File: src/rtl/cp0_unit.sv
// Coprocessor-0 for the M stage: SR/Cause/EPC/PRId, exception/interrupt request, mfc0/mtc0, eret.
// Optional macro CP0_BADVADDR_EN adds input BadAddrIn and the read-only BadVAddr register (reg 8).
module cp0_unit #(
    parameter logic [31:0] PRID_VALUE = 32'h2022_0701,
    parameter int          HWINT_W    = 6
) (
    input  logic               clk,
    input  logic               reset,
    input  logic               en,
    input  logic [4:0]         CP0Addr,
    input  logic [31:0]        CP0In,
    output logic [31:0]        CP0Out,
    input  logic [31:0]        VPC,
    input  logic               BDIn,
    input  logic [4:0]         ExcCodeIn,
    input  logic [HWINT_W-1:0] HWInt,
    input  logic               EXLClr,
    output logic [31:0]        EPCOut,
`ifdef CP0_BADVADDR_EN
    input  logic [31:0]        BadAddrIn,
`endif
    output logic               Req
);

    logic [HWINT_W-1:0] im;
    logic               exl;
    logic               ie;
    logic               bd;
    logic [HWINT_W-1:0] ip;
    logic [4:0]         exc_code;
    logic [31:0]        epc;
`ifdef CP0_BADVADDR_EN
    logic [31:0]        badvaddr;
`endif

    logic               int_req;
    logic               exc_req;
    logic [31:0]        sr_val;
    logic [31:0]        cause_val;

    function automatic logic [31:0] word_align(input logic [31:0] a);
        return a & ~32'h3;
    endfunction

    // Requests are judged against the live interrupt lines, not the latched Cause.IP.
    assign int_req = (|(HWInt & im)) & ie & ~exl;
    assign exc_req = (ExcCodeIn != 5'd0) & ~exl;
    assign Req     = ~reset & (int_req | exc_req);
    assign EPCOut  = epc;

    always_comb begin
        sr_val                 = '0;
        sr_val[10 +: HWINT_W]  = im;
        sr_val[1]              = exl;
        sr_val[0]              = ie;
        cause_val              = '0;
        cause_val[31]          = bd;
        cause_val[10 +: HWINT_W] = ip;
        cause_val[6:2]         = exc_code;
    end

    always_comb begin
        CP0Out = '0;
        case (CP0Addr)
            5'd12:   CP0Out = sr_val;
            5'd13:   CP0Out = cause_val;
            5'd14:   CP0Out = epc;
            5'd15:   CP0Out = PRID_VALUE;
`ifdef CP0_BADVADDR_EN
            5'd8:    CP0Out = badvaddr;
`endif
            default: CP0Out = '0;
        endcase
    end

    always_ff @(posedge clk) begin
        if (reset) begin
            im       <= '0;
            exl      <= 1'b0;
            ie       <= 1'b0;
            bd       <= 1'b0;
            ip       <= '0;
            exc_code <= '0;
            epc      <= '0;
`ifdef CP0_BADVADDR_EN
            badvaddr <= '0;
`endif
        end else begin
            ip <= HWInt;
            if (Req) begin
                // A taken request overrides any mtc0 or eret in the same cycle.
                exl      <= 1'b1;
                bd       <= BDIn;
                exc_code <= int_req ? 5'd0 : ExcCodeIn;
                epc      <= word_align(BDIn ? VPC - 32'd4 : VPC);
`ifdef CP0_BADVADDR_EN
                if (!int_req && (ExcCodeIn == 5'd4 || ExcCodeIn == 5'd5))
                    badvaddr <= BadAddrIn;
`endif
            end else begin
                if (en) begin
                    case (CP0Addr)
                        5'd12: begin
                            im  <= CP0In[10 +: HWINT_W];
                            exl <= CP0In[1];
                            ie  <= CP0In[0];
                        end
                        5'd14:   epc <= word_align(CP0In);
                        default: ;
                    endcase
                end
                if (EXLClr)
                    exl <= 1'b0;
            end
        end
    end

endmodule

File: config.mk
export PLATFORM = sky130hd
export DESIGN_NAME = cp0_unit
export DESIGN_NICKNAME = d
export VERILOG_FILES = /design/src/rtl/cp0_unit.sv
export SDC_FILE = /design/constraint.sdc
export NUM_CORES = 1
export LEC_CHECK = 0
export BUFFER_PORTS_ARGS = -buffer_cell sky130_fd_sc_hd__buf_2
export CAP_MARGIN = 10
export CORE_UTILIZATION = 50
export DETAILED_ROUTE_END_ITERATION = 10
export PLACE_DENSITY = 0.89
export SYNTH_ARGS = -nofsm -noshare
export SYNTH_HDL_FRONTEND = slang
export SYNTH_SLANG_ARGS = --single-unit
File: constraint.sdc
create_clock -name clk -period 3.2 [get_ports clk]
set_clock_uncertainty 0.1 [all_clocks]
set_input_delay 0.32 -clock clk [delete_from_list [all_inputs] [get_ports clk]]
set_output_delay 0.32 -clock clk [all_outputs]
set_load 0.005 [all_outputs]
# ---- Word level (Yosys, flattened, before mapping)
# Index checks and enable logic that the tools add are counted.
dict set report op_classes {
  n_addsub 1
  eq_ne 4
  muxes 10
  n_bitwise 9
  reduce_logical 9
}
# operator n
set op_table {}
lappend op_table {{$mux W32} 4}
lappend op_table {{$pmux W32 S4} 1}
lappend op_table {{$sub A32 B3 Y32 const B} 1}
lappend op_table {{$eq A5 B4 Y1 const B} 4}
lappend op_table {{$and A6 B6 Y6} 1}
lappend op_table {{$reduce_bool A3 Y1} 2}
lappend op_table {{$reduce_or A6 Y1} 1}
lappend op_table {{$mux W5} 1}
lappend op_table {{$reduce_bool A5 Y1} 1}
lappend op_table {{$and A1 B1 Y1} 4}
lappend op_table {{$mux W1} 4}
lappend op_table {{$reduce_and A2 Y1} 2}
lappend op_table {{$reduce_bool A2 Y1} 2}
lappend op_table {{$not A1 Y1} 3}
lappend op_table {{$reduce_and A3 Y1} 1}
lappend op_table {{$or A1 B1 Y1} 1}
dict set report totals {
  ff_bits 50
  output_inout_bits 65
  word_cells 40
}

# ---- Depth between registers and ports, before layout
dict set report logic_depth {
  depth_word 8
  mapped_depth 8
}

# ---- Worst setup path after synthesis
# OpenSTA, ideal clock, no wires.
dict set report synth_path {
  kind {input port to flip-flop}
  startpoint {input port VPC[11]}
  endpoint {register epc[31] (netlist: EPCOut[31])}
  setup_ps 91
  arrival_ps 2075
  required_time_ps 3009
  slack_ps 934
  stages 4
  cell_sequence {or4_1 or4_1 or4b_1 a311oi_1}
}
dict set report synth_between {
  elab_chain_cells 3
}
# item line_no
set synth_rtl {}
lappend synth_rtl {{start: declaration} 13} ;# input logic [31:0] VPC,
lappend synth_rtl {{$sub A32 B3 Y32} 95} ;# epc <= word_align(BDIn ? VPC - 32'd4 : VPC);
lappend synth_rtl {{$mux W32} 95}
lappend synth_rtl {{$mux W32} 90} ;# if (Req) begin
lappend synth_rtl {{end signal: assignment} 95}
lappend synth_rtl {{end signal: assignment} 108} ;# 5'd14: epc <= word_align(CP0In);
lappend synth_rtl {{end: declaration} 31} ;# logic [31:0] epc;
# Every way passes these cells.
# A chain may end at the register's enable or synchronous reset.

# ---- Final worst setup path
dict set report layout_path {
  startpoint {input port VPC[11]}
  endpoint {register epc[20] (netlist: EPCOut[20])}
}
# Same word-level chain as after synthesis.

==> impl_table.tex <==
\begin{tabular}{lr}
\hline
Metric & Value \\
\hline
\multicolumn{2}{l}{\textbf{Clocking}} \\
\quad Number of buffers added for setup after CTS & 0 \\
\quad Num CTS Buffers & 5 \\
\quad \# H-tree levels & 2 \\
\quad Root buffer cell & clkbuf\_8 \\
\quad Number of instances resized during post-cts repair & 0 \\
\quad Clock tree sinks & 50 \\
\quad Bufs on Longest Clock Path & 2 \\
\quad Clock tree from TritonCTS & built \\
\quad CTS clk-pin slew, worst paths & 0.09 ns \\
\quad Clock latency reported for the late side of the worst-skew pair & 0.31 ns \\
\quad Hold-fix buffers at CTS & 0 \\
\multicolumn{2}{l}{\textbf{Pwr}} \\
\quad Clock Power Share & 0.276 \\
\quad Int Pwr & 982 uW \\
\quad LEAKAGE & 0.00187 uW \\
\quad Power Dens Cells & 343 mW/mm2 \\
\quad Final total power & 1420 uW \\
\quad Reg power frac & 0.501 \\
\quad Switching power total & 433 uW \\
\quad Part of the power in combinational logic & 0.223 \\
\quad Net switching share of the total power & 0.306 \\
\quad Peak ir drop on the vdd network & 0.254 mV \\
\multicolumn{2}{l}{\textbf{Worst setup path}} \\
\quad Startpoint types & input pin \\
\quad Register-to-Register Setup Slack & 1.04 ns \\
\quad R2R Path End & EPCOut[18]\$\_SDFFE\_PP0P\_ \\
\quad R2R cell count & 5 \\
\quad Worst setup startpoint & VPC[11] \\
\quad Required time worst endpoint & 3.32 ns \\
\quad Start-to-end type of the worst setup path & input pin to register \\
\quad CP Capture Type & register \\
\quad Largest fanout of any net on the critical path & 15 \\
\quad Critical R2R Launch & im[2]\$\_SDFFE\_PP0P\_ \\
\quad Critical path data arrival time & 2.59 ns \\
\multicolumn{2}{l}{\textbf{Placement}} \\
\quad DP Wirelength & 8010 um \\
\quad Port Buffers & 145 \\
\quad Final weighted congestion in routability-driven placement & 0.933 \\
\multicolumn{2}{l}{\textbf{Global route}} \\
\quad Antenna violations before repair & 0 \\
\quad Pin count of the biggest net entering global routing & 45 \\
\quad Overflow after GRT & 0 \\
\quad Global-route wire length before repair & 17100 um \\
\quad Aggregate global-route resource usage & 0.305 \\
\quad Number of global-route vias before repair & 3468 \\
\multicolumn{2}{l}{\textbf{Cells and area}} \\
\quad Share of final-layout standard cells stronger than drive strength 1 & 0.318 \\
\quad Number of inserted diodes & 0 \\
\quad \# nets final & 619 \\
\quad Commonest non-fill, non-tap cells in the layout & 145 x buf\_2, 50 x dfxtp\_1, 43 x and3\_1 \\
\quad Most common library cell in the layout ignoring fill and taps & buf\_2 \\
\quad Relative area change from synthesis to final layout & 26.2\% \\
\quad Core utilization of the finished layout & 0.651 \\
\multicolumn{2}{l}{\textbf{Drt}} \\
\quad Number of DRC violations after detailed-routing iteration 0 & 332 \\
\quad Post-route antenna net violation count & 0 \\
\quad Vias per cell & 6.39 \\
\quad Iteration count of the initial detailed-routing pass & 5 \\
\quad Average detailed-routed wire length per instance & 17.7 um \\
\quad Drt drc & 0 \\
\quad Number of vias after detailed routing & 3903 \\
\quad Total length of routed wires & 10800 um \\
\multicolumn{2}{l}{\textbf{STA}} \\
\quad Clock period minus final worst setup slack & 2.47 ns \\
\quad Unrepaired setup endpoints after global routing & false \\
\quad Hold violation total from the final report & 0 \\
\quad Pin slew with the least headroom to its limit & 0.826 ns \\
\quad Remaining max-slew budget at the tightest pin & 0.448 \\
\quad Maximum achievable frequency & 0.405 GHz \\
\quad Period utilization & 0.771 \\
\quad Accumulated negative setup slack & 0 ns \\
\quad Setup Viol. Count Final & 0 \\
\quad Count of final max-slew check failures & 0 \\
\multicolumn{2}{l}{\textbf{Yosys}} \\
\quad Count of state elements after synthesis & 50 \\
\quad Number of enable flip-flop cells after synthesis & 0 \\
\quad Synth async-reset ratio & 0 \\
\quad Synthesized area & 0.00327 mm2 \\
\quad Post-synthesis area per instance & 7.95 um2 \\
\quad Syn Inst Count & 412 \\
\quad Count of different cell masters after synthesis & 50 \\
\quad Share of synthesized area occupied by flip-flops and latches & 0.306 \\
\quad Yosys warning total & 0 \\
\quad Flip-flop cell with the highest count after synthesis & dfxtp\_1 \\
\multicolumn{2}{l}{\textbf{Floorplan}} \\
\quad Core area & 0.00635 mm2 \\
\quad Count of pins on the block boundary & 150 \\
\quad Chip height & 82.9 um \\
\quad Starting density of the core & 0.516 \\
\quad Full die area & 0.00688 mm2 \\
\quad X dimension of the die & 82.9 um \\
\quad Floorplan row count & 29 \\
\multicolumn{2}{l}{\textbf{Job}} \\
\quad Max Cap Violations & 0 \\
\multicolumn{2}{l}{\textbf{Status}} \\
\quad Run status & completed \\
\multicolumn{2}{l}{\textbf{Worst hold path}} \\
\quad Min-delay src & HWInt[3] \\
\quad Sink of the worst hold path & ip[3]\$\_SDFF\_PP0\_ \\
\quad HP Class & input pin to register \\
\quad Hold path depth & 2 \\
\hline
\end{tabular}
worst max path at each step:
stage,to,slack [ns],depth (start not counted)
after floorplan,EPCOut[31]$_SDFFE_PP0P_,0.93,4
after global placement,EPCOut[27]$_SDFFE_PP0P_,0.62,5
after detailed placement,EPCOut[27]$_SDFFE_PP0P_,0.48,5
after CTS,Req,0.70,4
after global routing,EPCOut[20]$_SDFFE_PP0P_,0.52,5
final,EPCOut[20]$_SDFFE_PP0P_,0.73,5
synthesized netlist by cell type, drive strengths merged (6+ instances only):
library cell	number	share of area
dfxtp	50	0.31
and3	43	0.082
clkbuf	38	0.044
nor2	35	0.040
a2111oi	28	0.075
nand2	24	0.028
a311oi	18	0.048
a21oi	16	0.024
nand3	16	0.024
a211oi	14	0.034
mux2i	12	0.037
or4	12	0.028
nor2b	10	0.019
or3	10	0.019
a22oi	9	0.021
o31ai	9	0.021
xor2	7	0.019
inv	6	0.0069
xnor2	6	0.016
power groups by stage:
stage / Combinational (uW) / Clock [uW] / Sequential [uW]
2_1_floorplan: 156 / 0 / 712
3_3_place_gp: 297 / 0 / 719
3_5_place_dp: 305 / 0 / 722
4_1_cts: 306 / 389 / 708
5_1_grt: 343 / 418 / 713
6_report: 316 / 390 / 710
logic make-up after synthesis:
logic type / after synthesis / share of synthesized area
other: 1 / 0.00115
xor gates and xnor gates: 13 / 0.0348
DFF: 50 / 0.306
AOI/OAI and AO/OA: 109 / 0.257
and+or+nand+nor: 177 / 0.302
muxes: 12 / 0.0367
buffers and inverters: 49 / 0.0592
adders and majority gates: 1 / 0.00382
flip-flops by register name (all words and copies together), names as in the netlist:
| signal | cells |
|---|---|
| ie | 1 |
| ip | 6 |
| bd | 1 |
| im | 6 |
| EPCOut | 30 |
| exc_code | 5 |
| exl | 1 |
critical path, cell delays in order:
cell and delay (ns):
buf_2 0.12, nor4_1 0.65, nand3_1 0.52, or4_1 0.68, a311oi_1 0.31
stage by stage:
step / worst slack (ns) / instances / instance area, um2 / hold WS [ns]
detailed placement: 0.478 / 602 / 4030 / 0.364
CTS: 0.696 / 610 / 4120 / 0.134
floorplan: 0.934 / 413 / 3280 / 0.343
global route: 0.517 / 611 / 4130 / 0.140
finish: 0.731 / 611 / 4130 / 0.144
global placement: 0.622 / 602 / 4030 / 0.350
final cells by class:
class                      count  area [um2]
fill                         536        2220
multi-input combinational    314        2100
sequential                    50        1000
timing repair buffer         156         816
tap                           77        96.3
clock buffer                   7        86.3
inverter                       6        22.5
clock inverter                 1        5.00
routing by layer:
| metal | GRT usage | vias up | share of wire |
|---|---|---|---|
| li1 | - | 1838 | - |
| met1 | 0.391 | 1806 | 0.40 |
| met2 | 0.502 | 229 | 0.48 |
| met3 | 0.0636 | 30 | 0.093 |
| met4 | 0.118 | 0 | 0.027 |
| met5 | 0 | - | 0 |
(Power assumes the default switching activity.)
